$ cat config.mk
export PLATFORM = sky130hd
export DESIGN_NAME = axi_lite_cdc_slave_port
export DESIGN_NICKNAME = d
export VERILOG_FILES = /design/src/rtl/axi_lite_cdc_slave_port.sv
export SDC_FILE = /design/constraint.sdc
export NUM_CORES = 1
export LEC_CHECK = 0
export CAP_MARGIN = 5
export CORE_MARGIN = 5
export CORE_UTILIZATION = 25
export CTS_CLUSTER_DIAMETER = 50
export DETAILED_ROUTE_END_ITERATION = 7
export PLACE_DENSITY = 0.81
export SYNTH_ARGS = -nofsm -noshare
export SYNTH_HDL_FRONTEND = slang
export SYNTH_SLANG_ARGS = --single-unit
$ cat constraint.sdc
create_clock -name s_clk_i -period 1.9 [get_ports s_clk_i]
set_clock_uncertainty 0.15 [all_clocks]
set_input_delay 0.38 -clock s_clk_i [delete_from_list [all_inputs] [get_ports s_clk_i]]
set_output_delay 0.38 -clock s_clk_i [all_outputs]
set_load 0.02 [all_outputs]
$ cat src/rtl/axi_lite_cdc_slave_port.sv
// Source-side front end of the AXI4-Lite CDC bridge: packs AW+W / AR requests into the
// request FIFO and replays packed responses from the response FIFO onto B / R.
module axi_lite_cdc_slave_port #(
    parameter int ADDR_WIDTH      = 32,
    parameter int DATA_WIDTH      = 32,
    parameter int MAX_OUTSTANDING = 4,
    localparam int STRB_WIDTH     = DATA_WIDTH / 8,
    localparam int REQ_WIDTH      = 1 + ADDR_WIDTH + 3 + DATA_WIDTH + STRB_WIDTH,
    localparam int RSP_WIDTH      = 3 + DATA_WIDTH
) (
    input  logic                  s_clk_i,
    input  logic                  s_rst_ni,
    input  logic                  s_awvalid,
    output logic                  s_awready,
    input  logic [ADDR_WIDTH-1:0] s_awaddr,
    input  logic [2:0]            s_awprot,
    input  logic                  s_wvalid,
    output logic                  s_wready,
    input  logic [DATA_WIDTH-1:0] s_wdata,
    input  logic [STRB_WIDTH-1:0] s_wstrb,
    output logic                  s_bvalid,
    input  logic                  s_bready,
    output logic [1:0]            s_bresp,
    input  logic                  s_arvalid,
    output logic                  s_arready,
    input  logic [ADDR_WIDTH-1:0] s_araddr,
    input  logic [2:0]            s_arprot,
    output logic                  s_rvalid,
    input  logic                  s_rready,
    output logic [DATA_WIDTH-1:0] s_rdata,
    output logic [1:0]            s_rresp,
    output logic                  req_wr_en,
    output logic [REQ_WIDTH-1:0]  req_wr_data,
    input  logic                  req_full,
    output logic                  rsp_rd_en,
    input  logic [RSP_WIDTH-1:0]  rsp_rd_data,
    input  logic                  rsp_empty
);

    localparam int CW = $clog2(MAX_OUTSTANDING + 1);

    logic [CW-1:0]         count;
    logic                  prio_wr;
    logic                  fetch_pending;
    logic                  slot_valid;
    logic                  slot_is_write;
    logic [1:0]            slot_resp;
    logic [DATA_WIDTH-1:0] slot_data;

    logic wr_cand, rd_cand, can_push, grant_wr, grant_rd, push, slot_hs;

    // Request side: AW and W are only ever accepted together, so one grant covers both.
    always_comb begin
        wr_cand  = s_awvalid && s_wvalid;
        rd_cand  = s_arvalid;
        can_push = !req_full && (count < CW'(MAX_OUTSTANDING));
        grant_wr = can_push && wr_cand && (prio_wr || !rd_cand);
        grant_rd = can_push && rd_cand && (!prio_wr || !wr_cand);
        push     = grant_wr || grant_rd;
    end

    assign s_awready = grant_wr;
    assign s_wready  = grant_wr;
    assign s_arready = grant_rd;
    assign req_wr_en = push;
    assign req_wr_data = grant_wr
        ? {1'b1, s_awaddr, s_awprot, s_wdata, s_wstrb}
        : {1'b0, s_araddr, s_arprot, {DATA_WIDTH{1'b0}}, {STRB_WIDTH{1'b0}}};

    assign slot_hs   = slot_valid && (slot_is_write ? s_bready : s_rready);
    assign rsp_rd_en = !rsp_empty && !fetch_pending && (!slot_valid || slot_hs);

    assign s_bvalid = slot_valid && slot_is_write;
    assign s_rvalid = slot_valid && !slot_is_write;
    assign s_bresp  = slot_resp;
    assign s_rresp  = slot_resp;
    assign s_rdata  = slot_data;

    always_ff @(posedge s_clk_i or negedge s_rst_ni) begin
        if (!s_rst_ni) begin
            count   <= '0;
            prio_wr <= 1'b1;
        end else begin
            if (push && !slot_hs) begin
                count <= count + CW'(1);
            end else if (!push && slot_hs && (count != '0)) begin
                count <= count - CW'(1);
            end
            // The losing side (or the idle side) gets priority next time.
            if (push) begin
                prio_wr <= grant_rd;
            end
        end
    end

    always_ff @(posedge s_clk_i or negedge s_rst_ni) begin
        if (!s_rst_ni) begin
            fetch_pending <= 1'b0;
            slot_valid    <= 1'b0;
            slot_is_write <= 1'b0;
            slot_resp     <= 2'b00;
            slot_data     <= '0;
        end else begin
            fetch_pending <= rsp_rd_en;
            if (fetch_pending) begin
                slot_valid    <= 1'b1;
                slot_is_write <= rsp_rd_data[RSP_WIDTH-1];
                slot_resp     <= rsp_rd_data[DATA_WIDTH +: 2];
                // Write responses carry no data; keep s_rdata untouched by them.
                if (!rsp_rd_data[RSP_WIDTH-1]) begin
                    slot_data <= rsp_rd_data[DATA_WIDTH-1:0];
                end
            end else if (slot_hs) begin
                slot_valid <= 1'b0;
            end
        end
    end

endmodule

; Word-level counts from Yosys, hierarchy flattened
; Cells that the tools add are included.
[op_classes]
addsub = 2
n_mul = 0
div = 0
order_cmp = 1
n_eq_ne = 0
shifts = 0
mux = 6
n_bitwise = 1
reduce_logical = 32
[op_table]
columns = operator, n
row1 = 72-bit two-way mux, 1
row2 = 1-bit logical AND, 14
row3 = 1-bit zero test, 10
row4 = 3-bit two-way mux, 2
row5 = 1-bit logical OR, 4
row6 = 2-bit nonzero test, 2
row7 = "3-bit by 1-bit adder with 3-bit output, second input constant", 1
row8 = "3-bit less-than comparator, second input constant", 1
row9 = 1-bit two-way mux, 3
row10 = 3-bit nonzero test, 1
row11 = "3-bit by 1-bit subtractor with 3-bit output, second input constant", 1
row12 = 2-bit AND reduction, 1
row13 = 1-bit inverter, 1
[word_totals]
register_bits = 41
latch_bits = 0
ramBits = 0
rom_bits = 0
word_cells = 49
mem_count = 0

; Longest topological paths before layout
; Gate-level depths: netlist (run 1).
[depth]
depth_word = 10
mapped_depth = 7
mapped_depth_nobuf = 7

; Worst setup path after synthesis (run 1)
; Ideal clock, no wire load.
[synth_timing]
path_kind = reg2reg
from = register count[2]
to = register count[2]
t_arrival_ps = 1974
required_time_ps = 1663
setup_slack_ps = -310
stages_incl_launch_ff = 8
period_less_slack_ps = 2210
path_cell_list = dfrtp_1 nor2_2 nand2_2 inv_2 nand2_1 fa_1 or4_1 o211ai_1
[synth_via]
elab_chain_len = 9
[synth_lines]
columns = item, line
row1 = from (decl), 42  ; logic [CW-1:0] count;
row2 = from (signal assigned), 85  ; count <= count + CW'(1);
row3 = from (signal assigned), 87  ; count <= count - CW'(1);
row4 = 3-bit less-than comparator *, 56  ; can_push = !req_full && (count < CW'(MAX_OUTSTANDING));
row5 = 1-bit logical AND *, 56
row6 = 1-bit logical AND (on tied branches) (2 in series), "57, 58"
row7 = 1-bit logical OR *, 59  ; push = grant_wr || grant_rd;
row8 = via req_wr_en, 32  ; output logic req_wr_en,
row9 = 1-bit zero test, 86  ; end else if (!push && slot_hs && (count != '0)) begin
row10 = 1-bit logical AND (2 in series), 86
row11 = 2-bit nonzero test (no line), -
; Mark *: on every way through the listed nets, which the timed path passes. The rest lies on a longest branch. The select of a mux whose other input is x is not followed.
; A chain may end at the register's enable or synchronous reset.

; Worst setup path in the final report (run 1)
[layout_timing]
from = register count[2]
to = output port req_wr_data[51]
[layout_via]
elab_chain_len = 5
[layout_lines]
columns = item, line
row1 = 3-bit less-than comparator, 56
row2 = 1-bit logical AND, 56
row3 = 1-bit logical AND (2 in series), 57  ; grant_wr = can_push && wr_cand && (prio_wr || !rd_cand);
row4 = 72-bit two-way mux, 67  ; ? {1'b1, s_awaddr, s_awprot, s_wdata, s_wstrb}
row5 = to (decl), 33  ; output logic [REQ_WIDTH-1:0] req_wr_data,
; Every way passes these cells.

==> results of run 1 <==
[timing repair]
item | in CTS | in global routing
cloned | 8 | 2
gates resized for setup | 548 | 67
pin swaps | 36 | 64
hold buffers | 1 | 0
endpoints found under the hold margin | 7 | 0
setup endpoints to repair | 81 | 81
setup buffers | 9 | 4
[final timing paths]
| path | slack (ns) | start | depth (start not counted) | end |
|---|---|---|---|---|
| worst max register to register | -0.26 | count[2] | 9 | count[2] |
| worst max-delay path | -0.40 | count[2] | 9 | req_wr_data[51] |
| worst min register to register | 0.36 | s_rdata[3] | 1 | s_rdata[3] |
| worst min-delay path | 0.36 | s_rdata[3] | 1 | s_rdata[3] |
| max in group asynchronous | 0.70 | s_rst_ni | 3 | prio_wr |
| min in group asynchronous | 0.54 | s_rst_ni | 3 | s_rdata[9] |
[routing by layer]
layer | vias up | wire length [µm] | global-route usage (%)
met1 | 1484 | 4630 | 21.8
met2 | 167 | 7190 | 39.5
met5 | - | 0 | 0
met3 | 18 | 1260 | 6.60
li1 | 1453 | - | -
met4 | 0 | 225 | 5.39
[power by group through the flow]
stage	Sequential [mW]	Clock (mW)	Combinational, mW
final	1.59	0.727	3.57
after global routing	1.66	0.786	3.76
after detailed placement	1.59	0	3.19
after floorplan	2.02	0	1.01
after global placement	1.55	0	3.13
after CTS	1.60	0.747	3.48
[registers in the layout, indices dropped and copies added, names as in the netlist]
register / flops
count: 3
fetch_pending: 1
prio_wr: 1
s_bresp: 2
s_rdata: 32
slot_is_write: 1
slot_valid: 1
[cell usage in the layout, fill, tap and decap left out, types with 7 or more instances in the layout]
master,count
clkdlybuf4s50_1,177
buf_6,77
nand2_1,47
dfrtp_1,40
nand2_2,37
mux2_2,34
and2_4,32
nand2_4,24
buf_4,22
buf_12,8
buf_16,7
[area by class of cell]
cell class / count / area [µm²]
timing repair buffer: 307 / 3350
fill: 655 / 2930
multi-input combinational: 207 / 1640
sequential: 41 / 1030
tap: 129 / 161
clock buffer: 7 / 86.3
clock inverter: 1 / 30.0
inverter: 3 / 18.8
[worst max-delay path: stages (launching register included)]
cell and delay [ns]:
dfrtp_1 0.43, nor2_4 0.15, o2111ai_4 0.13, inv_4 0.12, buf_6 0.12, buf_12 0.11, buf_16 0.13, nand2_2 0.07
nand2_2 0.08, buf_6 0.11
[cells by family after synthesis]
| kind of cell | after synthesis | share of synthesized area, % |
|---|---|---|
| xor+xnor | 1 | 0.370 |
| compound gates | 13 | 4.02 |
| fa+ha+maj | 1 | 0.847 |
| buf+inv | 21 | 4.34 |
| simple gates | 155 | 29.5 |
| flops | 41 | 43.4 |
| mux | 37 | 17.5 |
==> qor.yml, run 1 <==
power_and_ir_drop:
  p_per_area_nw_per_um2: 933
  clkPwrFrac_pct: 12.4
  total_leakage_power_nw: 2.94
  internal-power_mw: 3.68
  ir_worst_vdd_uv: 1250
  p_switching_mw: 2.20
  p_total_mw: 5.89
  pwr-share-seq_pct: 27.1
  power_frac_comb_pct: 60.6
  netSwitchingFraction_pct: 37.4
synth:
  yosys-top-cells-count: "nand2_1 (107), dfrtp_1 (40), and2_1 (37), mux2_2 (34)"
  synth.net_count: 420
  synth_area_leaders: "dfrtp_1 (42%), nand2_1 (17%), mux2_2 (16%)"
  synth-edff-count: 0
  syn_area_um2: 2360
  ys_seq_area_share_pct: 43.4
  ys_seq_elements: 41
  yosysWarnings: 0
  synth_top_area_cell: "dfrtp_1"
  synth_ff_type: "dfrtp_1"
  synth.distinct_cells: 30
  synth_cells: 269
  synth_top_area_share_pct: 42.3
  synthArstFlopShare_pct: 100
  yosysMostFrequentCell: "nand2_1"
  avgSynthCellArea_um2: 8.79
grt:
  grt_pass1_wl_um: 18700
  grt.overflow.total: 0
  grt_start_max_net_pins: 42
  antenna_found_initial: 0
  gr-usage-all-layers_pct: 20.8
  grt_pass1_vias: 3457
timing:
  rsz0062_at_grt: "true"
  finalCritPeriodShare_pct: 121
  min_period_ns: 2.30
  tns_ns: -24.22
  maxSlewHeadroom_pct: 66.1
  whs_ns: 0.361
  worst_pin_slew_ns: 0.508
  fmax_ghz: 0.436
  setup_viol: 78
  hold_viol: 0
  drv_slew: 0
  worst_slack_ns: -0.396
worst_setup_path:
  worstSetupPathType: "reg2out"
  cp-end-kind: "output pin"
  cp.required_ns: 1.37
  crit_arrival_ns: 1.77
  path_max_fanout: 6
  start_kind: "flop"
cts:
  htree_num_levels: 2
  clk_latency_ns: 0.29
  clkTransAtPathRegs_ns: 0.08
  cts_tree: "done"
  cts_max_path_buffers: 2
  clock-sinks: 41
  numCtsBuffers: 5
  cts-root-buf: "clkbuf_8"
detailed_routing:
  drc_errors: 0
  detail_route.wl_per_cell_um: 19.1
  routed_via_density: 4.49
  ant_nets: 0
  drtIter0Drc: 104
  drt-pass1-iter-count: 4
  vias: 3122
  wl_um: 13300
die:
  initial_core_util_pct: 25.6
  rows: 35
  die-area_um2: 11500
  core_um2: 9240
  dieHeight_um: 107
  ios: 265
  die_width_um: 107
cells_and_area:
  diodes: 0
  post-route-util_pct: 68.3
  layout.nets: 716
  fin_area_um2: 6310
  drive_gt1_share_pct: 47.5
  area_growth_pct: 167
  layoutNonFillerInstCount: 695
place:
  dpl_cell_area_um2: 5330
  dp_slack_ns: -0.872
  portBuffers: 264
  placedCellCount: 664
  dp_hpwl_um: 9210
  finalWeightedCongestion: 0.806
outcome:
  outcome: "finished with violations"
  violations: "setup timing"
job:
  cap_viol_max_count: 0
hold_path:
  hold_class: "reg2reg"
No activity file was read; power rests on OpenSTA's default activity.
==> run 2: changes to the inputs <==
Settings changed: CAP_MARGIN 5 to 30, SETUP_SLACK_MARGIN set to 0.3.
==> run 2 against run 1 <==
Net effect: global-route usage down 1.5 points; total power down 7.1%; largest cell class unchanged; sequential share of layout area up 1.1 points; largest power group unchanged; critical endpoint is now req_wr_data[54]; wire length down 10%; highest routed layer unchanged; worst hold slack worse by 0.014 ns; clock-buffer cell count unchanged; the run still ends with setup timing left.
==> qor.yml, run 2 (synthesized netlist as in run 1, its figures left out) <==
outcome:
  outcome: "finished with violations"
  violations: "setup timing"
grt:
  grt.overflow.total: 0
  grt_pass1_vias: 3235
  grt_pass1_wl_um: 17400
  antenna_found_initial: 3
  gr-usage-all-layers_pct: 19.3
  grt_start_max_net_pins: 33
timing:
  maxSlewHeadroom_pct: 70.0
  setup_viol: 79
  hold_viol: 0
  drv_slew: 0
  min_period_ns: 2.22
  fmax_ghz: 0.451
  rsz0062_at_grt: "true"
  finalCritPeriodShare_pct: 117
  worst_slack_ns: -0.316
  worst_pin_slew_ns: 0.450
cts:
  clkTransAtPathRegs_ns: 0.08
  clock-sinks: 41
  htree_num_levels: 2
  cts_tree: "done"
  clk_latency_ns: 0.29
  cts_max_path_buffers: 2
  numCtsBuffers: 5
  cts-root-buf: "clkbuf_8"
die:
  die-area_um2: 11500
  core_um2: 9240
  ios: 265
  dieHeight_um: 107
  rows: 35
  die_width_um: 107
  initial_core_util_pct: 25.6
detailed_routing:
  wl_um: 11900
  ant_nets: 0
  routed_via_density: 4.45
  drtIter0Drc: 76
  drt-pass1-iter-count: 4
  drc_errors: 0
  detail_route.wl_per_cell_um: 17.1
  vias: 3104
cells_and_area:
  drive_gt1_share_pct: 42.4
  area_growth_pct: 149
  post-route-util_pct: 63.8
  layout_common_cells: "clkdlybuf4s50_1 (142), nand2_1 (82), buf_6 (77)"
  fillerInstances: 768
  final_common_cell: "clkdlybuf4s50_1"
  layoutNonFillerInstCount: 697
  largest_register_ffs: 32
  layout.nets: 716
job:
  cap_viol_max_count: 0
power_and_ir_drop:
  total_leakage_power_nw: 2.75
  p_total_mw: 5.47
  p_per_area_nw_per_um2: 928
  ir_worst_vdd_uv: 837
place:
  placedCellCount: 666
  finalWeightedCongestion: 0.821
  dp_hpwl_um: 9370
  dp_slack_ns: -0.937
  portBuffers: 264
hold_path:
  hold_class: "reg2reg"
  hold_depth: 1
worst_setup_path:
  reg2regPathDepth: 10
  crit_arrival_ns: 1.69
  cp-end-kind: "output pin"
  worstSetupPathType: "reg2out"
  path_max_fanout: 8
  start_kind: "flop"
  cp.required_ns: 1.37
==> run 2: final timing paths <==
| kind | slack (ns) | startpoint | end |
|---|---|---|---|
| min in group asynchronous | 0.42 | s_rst_ni | s_rdata[7] |
| max in group asynchronous | 0.64 | s_rst_ni | s_rdata[22] |
| worst min-delay path | 0.35 | s_rdata[19] | s_rdata[19] |
| worst max register to register | -0.24 | count[2] | count[2] |
| worst min register to register | 0.35 | s_rdata[19] | s_rdata[19] |
| worst max-delay path | -0.32 | prio_wr | req_wr_data[54] |
==> run 2: metal layers <==
layer	track usage (%)	vias up	routed length [µm]
met5	0	-	0
met4	7.12	0	408
met1	19.3	1462	3870
met3	5.58	29	1120
met2	37.2	166	6520
li1	-	1447	-
==> run 2: final cells by class <==
cell class	instances	area (µm²)	area share, %
timing repair buffer	307	3150	53.4
clock buffer	7	86.3	1.46
antenna	2	5.00	0.0849
clock inverter	1	30.0	0.510
inverter	3	18.8	0.318
sequential	41	1030	17.4
tap	129	161	2.74
multi-input combinational	207	1420	24.0
==> run 2: timing repair <==
| action | 4_1_cts | 5_1_grt |
|---|---|---|
| setup endpoints to repair | 118 | 82 |
| gates resized for setup | 527 | 29 |
| setup buffers | 13 | 3 |
| endpoints found under the hold margin | 16 | 0 |
| pin swaps | 6 | 10 |
| hold buffers | 1 | 0 |
| gates cloned | 4 | 0 |
==> run 2: where the power goes <==
| part | switching (mW) | internal, mW | total [mW] |
|---|---|---|---|
| registers | 0.258 | 1.31 | 1.56 |
| clock network | 0.300 | 0.429 | 0.728 |
| logic | 1.51 | 1.67 | 3.18 |
==> run 2: metrics by stage <==
| step | TNS, ns | hold slack [ns] | area, µm² |
|---|---|---|---|
| final | -17.93 | 0.347 | 5890 |
| after global routing | -24.93 | 0.374 | 5890 |
| after CTS | -19.48 | 0.350 | 5760 |
| after detailed placement | -64.78 | 0.202 | 5340 |
| after global placement | -62.87 | 0.194 | 5340 |
| after floorplan | -0.0654 | -0.0656 | 2440 |
==> run 2: critical path, cell delays in order, from the launching register on <==
cell	delay, ns
dfstp_2	0.56
o2111ai_4	0.14
inv_4	0.11
buf_12	0.11
buf_12	0.09
buf_16	0.11
nand2_1	0.05
nand2_1	0.09
buf_6	0.13
